===== src/rtl/mem_arbiter.sv =====
// Two-requester memory arbiter: round-robin grant, fixed-latency memory access,
// one-cycle mfc pulse back to the winning requester.
module mem_arbiter #(
   parameter int unsigned MEMDELAY = 4,
   parameter int unsigned AW       = 16,
   parameter int unsigned DW       = 16
) (
   input  logic          clk,
   input  logic          reset,
   input  logic          req0,
   input  logic          req1,
   input  logic          rnotw0,
   input  logic          rnotw1,
   input  logic [AW-1:0] addr0,
   input  logic [AW-1:0] addr1,
   input  logic [DW-1:0] wdata0,
   input  logic [DW-1:0] wdata1,
   output logic          mfc0,
   output logic          mfc1,
   output logic [DW-1:0] rdata,
   output logic          busy,
   output logic          gnt,
   output logic          mem_strobe,
   output logic          mem_rnotw,
   output logic [AW-1:0] mem_addr,
   output logic [DW-1:0] mem_wdata,
   input  logic [DW-1:0] mem_rdata
);

   localparam int unsigned CW = 4;

   typedef enum logic [1:0] {
      IDLE = 2'd0,
      BUSY = 2'd1,
      DONE = 2'd2
   } state_t;

   state_t          state, state_d;
   logic [CW-1:0]   cnt, cnt_d;
   logic            last_gnt, last_gnt_d;
   logic            win;
   logic            gnt_d, busy_d, strobe_d, mfc0_d, mfc1_d, rnotw_d;
   logic [AW-1:0]   addr_d;
   logic [DW-1:0]   wdata_d, rdata_d;

   // Next-state and next-output logic; every output register is fed from here.
   always_comb begin
      state_d    = state;
      cnt_d      = cnt;
      last_gnt_d = last_gnt;
      win        = 1'b0;
      gnt_d      = gnt;
      strobe_d   = 1'b0;
      mfc0_d     = 1'b0;
      mfc1_d     = 1'b0;
      rnotw_d    = mem_rnotw;
      addr_d     = mem_addr;
      wdata_d    = mem_wdata;
      rdata_d    = rdata;

      case (state)
         IDLE: begin
            if (req0 || req1) begin
               // On a tie the requester that did not win last time goes first.
               win        = (req0 && req1) ? ~last_gnt : req1;
               state_d    = BUSY;
               gnt_d      = win;
               last_gnt_d = win;
               rnotw_d    = win ? rnotw1 : rnotw0;
               addr_d     = win ? addr1  : addr0;
               wdata_d    = win ? wdata1 : wdata0;
               strobe_d   = 1'b1;
               cnt_d      = CW'(MEMDELAY - 1);
            end
         end
         BUSY: begin
            if (cnt == '0) begin
               state_d = DONE;
               if (gnt) mfc1_d = 1'b1;
               else     mfc0_d = 1'b1;
               if (mem_rnotw) rdata_d = mem_rdata;
            end else begin
               cnt_d = cnt - CW'(1);
            end
         end
         DONE: begin
            state_d = IDLE;
         end
         default: begin
            state_d = IDLE;
         end
      endcase

      busy_d = (state_d != IDLE);
   end

   // State and output registers.
   always_ff @(posedge clk or posedge reset) begin
      if (reset) begin
         state      <= IDLE;
         cnt        <= '0;
         last_gnt   <= 1'b1;
         gnt        <= 1'b0;
         busy       <= 1'b0;
         mem_strobe <= 1'b0;
         mfc0       <= 1'b0;
         mfc1       <= 1'b0;
         mem_rnotw  <= 1'b1;
         mem_addr   <= '0;
         mem_wdata  <= '0;
         rdata      <= '0;
      end else begin
         state      <= state_d;
         cnt        <= cnt_d;
         last_gnt   <= last_gnt_d;
         gnt        <= gnt_d;
         busy       <= busy_d;
         mem_strobe <= strobe_d;
         mfc0       <= mfc0_d;
         mfc1       <= mfc1_d;
         mem_rnotw  <= rnotw_d;
         mem_addr   <= addr_d;
         mem_wdata  <= wdata_d;
         rdata      <= rdata_d;
      end
   end

endmodule


===== config.mk =====
export PLATFORM = sky130hd
export DESIGN_NAME = mem_arbiter
export DESIGN_NICKNAME = d
export VERILOG_FILES = /design/src/rtl/mem_arbiter.sv
export SDC_FILE = /design/constraint.sdc
export NUM_CORES = 1
export LEC_CHECK = 0
export ABC_AREA = 1
export CORE_MARGIN = 1
export CORE_UTILIZATION = 36
export DETAILED_ROUTE_END_ITERATION = 10
export GPL_TIMING_DRIVEN = 1
export MAX_ROUTING_LAYER = met4
export PLACE_DENSITY_LB_ADDON = 0.3
export SETUP_SLACK_MARGIN = 0.2
export SKIP_CTS_REPAIR_TIMING = 1
export SYNTH_ARGS = -nofsm -noshare
export SYNTH_HDL_FRONTEND = slang
export SYNTH_SLANG_ARGS = --single-unit

===== constraint.sdc =====
create_clock -name clk -period 1.73 [get_ports clk]
set_input_delay 0.173 -clock clk [delete_from_list [all_inputs] [get_ports clk]]
set_output_delay 0.173 -clock clk [all_outputs]
set_load 0.02 [all_outputs]

==> impl_metrics.ini, run 1 <==
[finish]
final_net_count = 531
area_growth_syn_to_layout_pct = 61.7
multi_input_gate_area_in_the_final_layout_um2 = 993
layout.area.seq_um2 = 1530
final_cell_area_um2 = 4330
num_antenna_cells = 0
fillerInstances = 660
postLayoutCoreUtil_pct = 60.0
final_layout_size_suffix_gt1_share_pct = 7.80

[placed_design]
placer_congestion = 0.802
place_ws_ns = 0.0571
detailed_place_hpwl_mm = 5.17
placement.io_buffers = 139
post_dp_cell_area_um2 = 4140

[logic_synthesis]
mappedNetlistNets = 392
area_leader_netlist = sky130_fd_sc_hd__dfrtp_1
synth_most_common_cell = sky130_fd_sc_hd__nand2_1
synth_area_um2 = 2680
seq_area_frac_synth_pct = 57.1
postSynthRegisterBits = 61
synthTopCellsByArea = sky130_fd_sc_hd__dfrtp_1 55%, sky130_fd_sc_hd__nand2_1 11%, sky130_fd_sc_hd__o21ai_0 9.9%
synth_edf_count = 0
synthDistinctLibCells = 24
yosys_warnings = 0
post_synth_inst_count = 305
asyncSetResetFlopFracSynth_pct = 100
synthTopCellsByCount = 76 x sky130_fd_sc_hd__nand2_1, 59 x sky130_fd_sc_hd__dfrtp_1, 53 x sky130_fd_sc_hd__o21ai_0
synth_largest_type_area_fraction_pct = 55.1
syn_area_per_cell_um2 = 8.78
ys_dominant_reg_cell = sky130_fd_sc_hd__dfrtp_1

[routing]
drt_met1_wl_mm = 3.00
antenna_left = 0
amount_of_wire_on_met3_after_detailed_routing_um = 583
finalWirelength_mm = 7.25
met2_length_mm = 3.52
detail_route.drc_violations = 0
highest_layer = met4
wl_per_cell_um = 13.2
drt_first_iter_violations = 107
drt_pass1_iterations = 4
vias = 2615
route.detailed.vias_per_inst = 4.77

[worst_setup_path]
crit_path_end_kind = output port
critical_path.cell_chain = clkdlybuf4s50_1
critical_path.top_delay_family = buffers and inverters
timing_worst_setup_path_type = register to output port
worst-endpoint-arrival_ns = 1.31
required_ns = 1.56
crit_buf_inv = 1
category_of_the_worst_setup_path_launch_point = register
slowest_delay_ns = 0.62
worst_path_max_delay_cell = sky130_fd_sc_hd__clkdlybuf4s50_1
worst-path-max-fanout = 2

[power]
power_density_nw_per_um2 = 1730
power.ir.vdd_worst_mv = 0.729
power.static_leakage_nw = 1.93

[sta]
worst_rel_slew_slack_pct = 66.7
setup_total_negative_slack_ns = 0
timing.final.hold_violations = 0
report.final.setup_viol = 0
skew_ns = 0.00883
drv_slew = 0
finalWorstSetupSlack_ns = 0.245
final.period_utilization_pct = 85.8
tightest_slew_ns = 0.499
period_needed_ns = 1.48
fmax_mhz = 674
grt_setup_unrepaired = false

[hold_path]
hold_path_class = primary input to asynchronous set/reset pin

[outcome]
run_status = finished clean

[clock_network]
numClockSinks = 61
clock_latency_ns = 0.32
cts_made_buffers = 9
cts_tree = built
cts.clk_slew.worst_paths_ns = 0.07
htree_num_levels = 3
clock_tree.buffer_depth = 2
cts-root-buf = sky130_fd_sc_hd__clkbuf_8

[floorplanning]
fp.dieW_um = 88.3
initial_utilization_pct = 37.1
core_um2 = 7210
core.rowCount = 31
floorplan.die_area_um2 = 7790
io_pins = 140
die-height_um = 88.3

[global_routing]
grt_pass1_vias = 2674
wire_length_of_the_first_global_routing_pass_mm = 12.1
gr-total-overflow = 0
grt_max_degree = 62
global_route.usage.total_pct = 21.0
antenna_found_initial = 0

[run]
max-cap-violations = 0
==> stage by stage <==
step	instances	total power, mW	hold WS [ns]
final	548	7.50	0.265
after global routing	548	8.09	0.296
after CTS	548	7.59	0.291
after detailed placement	532	6.45	0.446
after global placement	532	6.36	0.445
after floorplan	305	4.68	0.285
==> sequential cells by signal, indices dropped and copies added, names as in the netlist <==
name,cells
rdata,16
mfc1,1
cnt,4
gnt,1
mem_strobe,1
last_gnt,1
mem_addr,16
mem_rnotw,1
state,2
mfc0,1
busy,1
mem_wdata,16
==> cells by family (layout without fill, tap and decap cells) <==
kind of cell	count (synthesis)	count (layout)	share of synthesized area, %
compound gates	74	74	14.0
fa+ha+maj	1	1	0.467
buf+inv	28	172	6.31
flops	61	61	57.1
simple gates	141	141	22.2
==> placed cells by master (no fill, tap or decap), types with 4 or more instances in the layout <==
cell type                         instances
sky130_fd_sc_hd__buf_4                    4
sky130_fd_sc_hd__clkbuf_8                11
sky130_fd_sc_hd__clkdlybuf4s50_1        136
sky130_fd_sc_hd__dfrtp_1                 59
sky130_fd_sc_hd__inv_1                    7
sky130_fd_sc_hd__nand2_1                 75
sky130_fd_sc_hd__nand2_2                  4
sky130_fd_sc_hd__nand3_1                 17
sky130_fd_sc_hd__nor2_1                  40
sky130_fd_sc_hd__o21ai_0                 53
sky130_fd_sc_hd__o21ai_1                 18
==> path summary, 6_finish.rpt <==
path / start / end / slack (ns) / depth (start not counted)
max reg2reg: cnt[0] / rdata[4] / 0.35 / 7
min: reset / rdata[3] / 0.26 / 3
min reg2reg: gnt / mfc0 / 0.45 / 1
max in group asynchronous: reset / mem_rnotw / 1.12 / 3
max: rdata[1] / rdata[1] / 0.25 / 1
min in group clk: mem_rdata[6] / rdata[6] / 0.40 / 3
==> layer usage <==
metal | up-vias | GRT usage, %
met5 | - | -
met4 | 0 | 8.50
met3 | 13 | 6.34
met2 | 106 | 32.0
met1 | 1227 | 26.0
li1 | 1269 | -
==> power breakdown <==
group	switching [mW]	internal (mW)
clock	0.506	0.596
combinational	2.15	1.74
sequential	0.376	2.14
==> area by class of cell <==
| cell class | count | share of cell area [%] |
|---|---|---|
| Sequential cell | 61 | 35.3 |
| Multi-Input combinational cell | 216 | 22.9 |
| Tap cell | 99 | 2.86 |
| Timing Repair Buffer | 145 | 33.7 |
| Clock inverter | 2 | 0.231 |
| Clock buffer | 14 | 3.76 |
| Inverter | 11 | 1.21 |
No activity file was read; power rests on OpenSTA's default activity.
==> inputs of run 2 (changes only) <==
--- a/config.mk
+++ b/config.mk
@@ -6,7 +6,7 @@
 export NUM_CORES = 1
 export LEC_CHECK = 0
 export ABC_AREA = 1
-export CORE_MARGIN = 1
+export CORE_MARGIN = 1.5
 export CORE_UTILIZATION = 36
 export DETAILED_ROUTE_END_ITERATION = 10
 export GPL_TIMING_DRIVEN = 1
==> run 2 against run 1 <==
Sequential share of layout area shrank 0.77 points; clock skew up 0.00051 ns; critical endpoint is now mem_wdata[15]; critical path type unchanged; register-to-register slack lost 0.02 ns; cell count up 0.91%; utilization is 1.3 points higher; setup slack got worse by 0.0056 ns; highest routed layer unchanged; die area grew 2.3%; design area increased by 2.2%; total power is 2.2% higher; clock-buffer cell count fell by 4; first-iteration DRC count rose by 45%; global-route usage is 1.2 points lower.
==> impl_metrics.ini, run 2 (synthesized netlist as in run 1, its figures left out) <==
[power]
power.static_leakage_nw = 2.10
power.ir.vdd_worst_mv = 0.677
power_density_nw_per_um2 = 1730
report.power.total_mw = 7.67

[worst_setup_path]
worst-path-max-fanout = 2
crit_buf_inv = 1
rr_startpoint = cnt[0]
timing_worst_setup_path_type = register to output port
slowest_delay_ns = 0.63
required_ns = 1.56
critical_path.cell_chain = clkdlybuf4s50_1
crit_path_end_kind = output port
category_of_the_worst_setup_path_launch_point = register
critical_path.top_delay_family = buffers and inverters
timing.reg2reg.worst_path_depth = 7
worst-endpoint-arrival_ns = 1.32
worst_path_max_delay_cell = sky130_fd_sc_hd__clkdlybuf4s50_1
worst-path-stages = 1
startpoint = mem_wdata[15]

[global_routing]
grt_pass1_vias = 2537
antenna_found_initial = 0
gr-total-overflow = 0
grt_max_degree = 38
global_route.usage.total_pct = 19.8
wire_length_of_the_first_global_routing_pass_mm = 11.4

[sta]
final.period_utilization_pct = 86.1
fmax_mhz = 671
worst_rel_slew_slack_pct = 66.8
timing.final.hold_violations = 0
skew_ns = 0.00934
report.final.setup_viol = 0
drv_slew = 0
grt_setup_unrepaired = false
period_needed_ns = 1.49
setup_total_negative_slack_ns = 0
finalWorstSetupSlack_ns = 0.240
fin_worst_hold_slack_ns = 0.159
tightest_slew_ns = 0.497

[placed_design]
detailed_place_hpwl_mm = 5.26
placer_congestion = 0.735
place_ws_ns = 0.102
placement.io_buffers = 139
post_dp_cell_area_um2 = 4170
post-place-cells = 534

[routing]
drt_first_iter_violations = 155
antenna_left = 0
finalWirelength_mm = 7.37
drt_pass1_iterations = 4
wl_per_cell_um = 13.3
vias = 2606
detail_route.drc_violations = 0
route.detailed.vias_per_inst = 4.71

[clock_network]
cts_made_buffers = 9
cts-root-buf = sky130_fd_sc_hd__clkbuf_8
numClockSinks = 61
clock_latency_ns = 0.34
cts_tree = built
clock_tree.buffer_depth = 2
cts.clk_slew.worst_paths_ns = 0.07
htree_num_levels = 3

[floorplanning]
fp.dieW_um = 89.3
initial_utilization_pct = 37.1
core_um2 = 7210
die-height_um = 89.3
floorplan.die_area_um2 = 7970
core.rowCount = 31
io_pins = 140

[outcome]
run_status = finished clean

[hold_path]
hold_path_class = primary input to asynchronous set/reset pin

[finish]
postLayoutCoreUtil_pct = 61.4
area_growth_syn_to_layout_pct = 65.3
layout_common_cells = 124 x sky130_fd_sc_hd__clkdlybuf4s50_1, 76 x sky130_fd_sc_hd__nand2_1, 59 x sky130_fd_sc_hd__dfrtp_1
largestRegisters = mem_addr x16, mem_wdata x16, rdata x16
fillerInstances = 635
final_cell_area_um2 = 4430
final_net_count = 536
final_layout_size_suffix_gt1_share_pct = 9.03
final_cell_count_no_fill = 553
layout.cells.most_common = sky130_fd_sc_hd__clkdlybuf4s50_1
num_antenna_cells = 0

[run]
max-cap-violations = 0
run 2: changes by cell type in the layout (fill, tap and decap cells not counted), moves of 3 or more:
| cell | delta |
|---|---|
| sky130_fd_sc_hd__clkbuf_1 | -3 |
| sky130_fd_sc_hd__clkinvlp_4 | +3 |
| sky130_fd_sc_hd__buf_4 | +5 |
| sky130_fd_sc_hd__clkdlybuf4s50_1 | -12 |
| sky130_fd_sc_hd__dlymetal6s2s_1 | +12 |
run 2: final timing paths:
path                       slack, ns             to
hold / removal                  0.16       rdata[1]
setup / recovery                0.24  mem_wdata[15]
min in group clk                0.39       rdata[6]
setup reg to reg                0.33       rdata[5]
hold reg to reg                 0.47           mfc0
max in group asynchronous       1.07       last_gnt
run 2: worst register-to-register path, cell delays in order (launching register included):
cell                      delay, ns
sky130_fd_sc_hd__dfrtp_1       0.38
sky130_fd_sc_hd__inv_1         0.11
sky130_fd_sc_hd__ha_1          0.23
sky130_fd_sc_hd__nand2_2       0.13
sky130_fd_sc_hd__nor2_8        0.14
sky130_fd_sc_hd__buf_4         0.19
sky130_fd_sc_hd__nand3_1       0.09
sky130_fd_sc_hd__nand2_1       0.08
run 2: cell type report:
class / count / area (um2) / area share [%]
timing repair buffer: 150 / 1540 / 34.7
inverter: 11 / 50.0 / 1.13
clock buffer: 10 / 138 / 3.11
tap: 99 / 124 / 2.80
multi-input combinational: 216 / 988 / 22.3
clock inverter: 6 / 62.6 / 1.41
sequential: 61 / 1530 / 34.5
run 2: power breakdown:
part | switching, mW | internal (mW) | leakage (nW)
Clock | 0.567 | 0.698 | 0.0943
Combinational | 2.15 | 1.74 | 1.27
Sequential | 0.378 | 2.14 | 0.738
run 2: per-layer routing:
layer  vias up  wire length (um)  GRT usage (%)
met1      1204              3120           23.0
met2       109              3400           30.2
met3        18               655           7.20
met4         0               190           9.79
met5         -                 0              -
li1       1275                 -              -
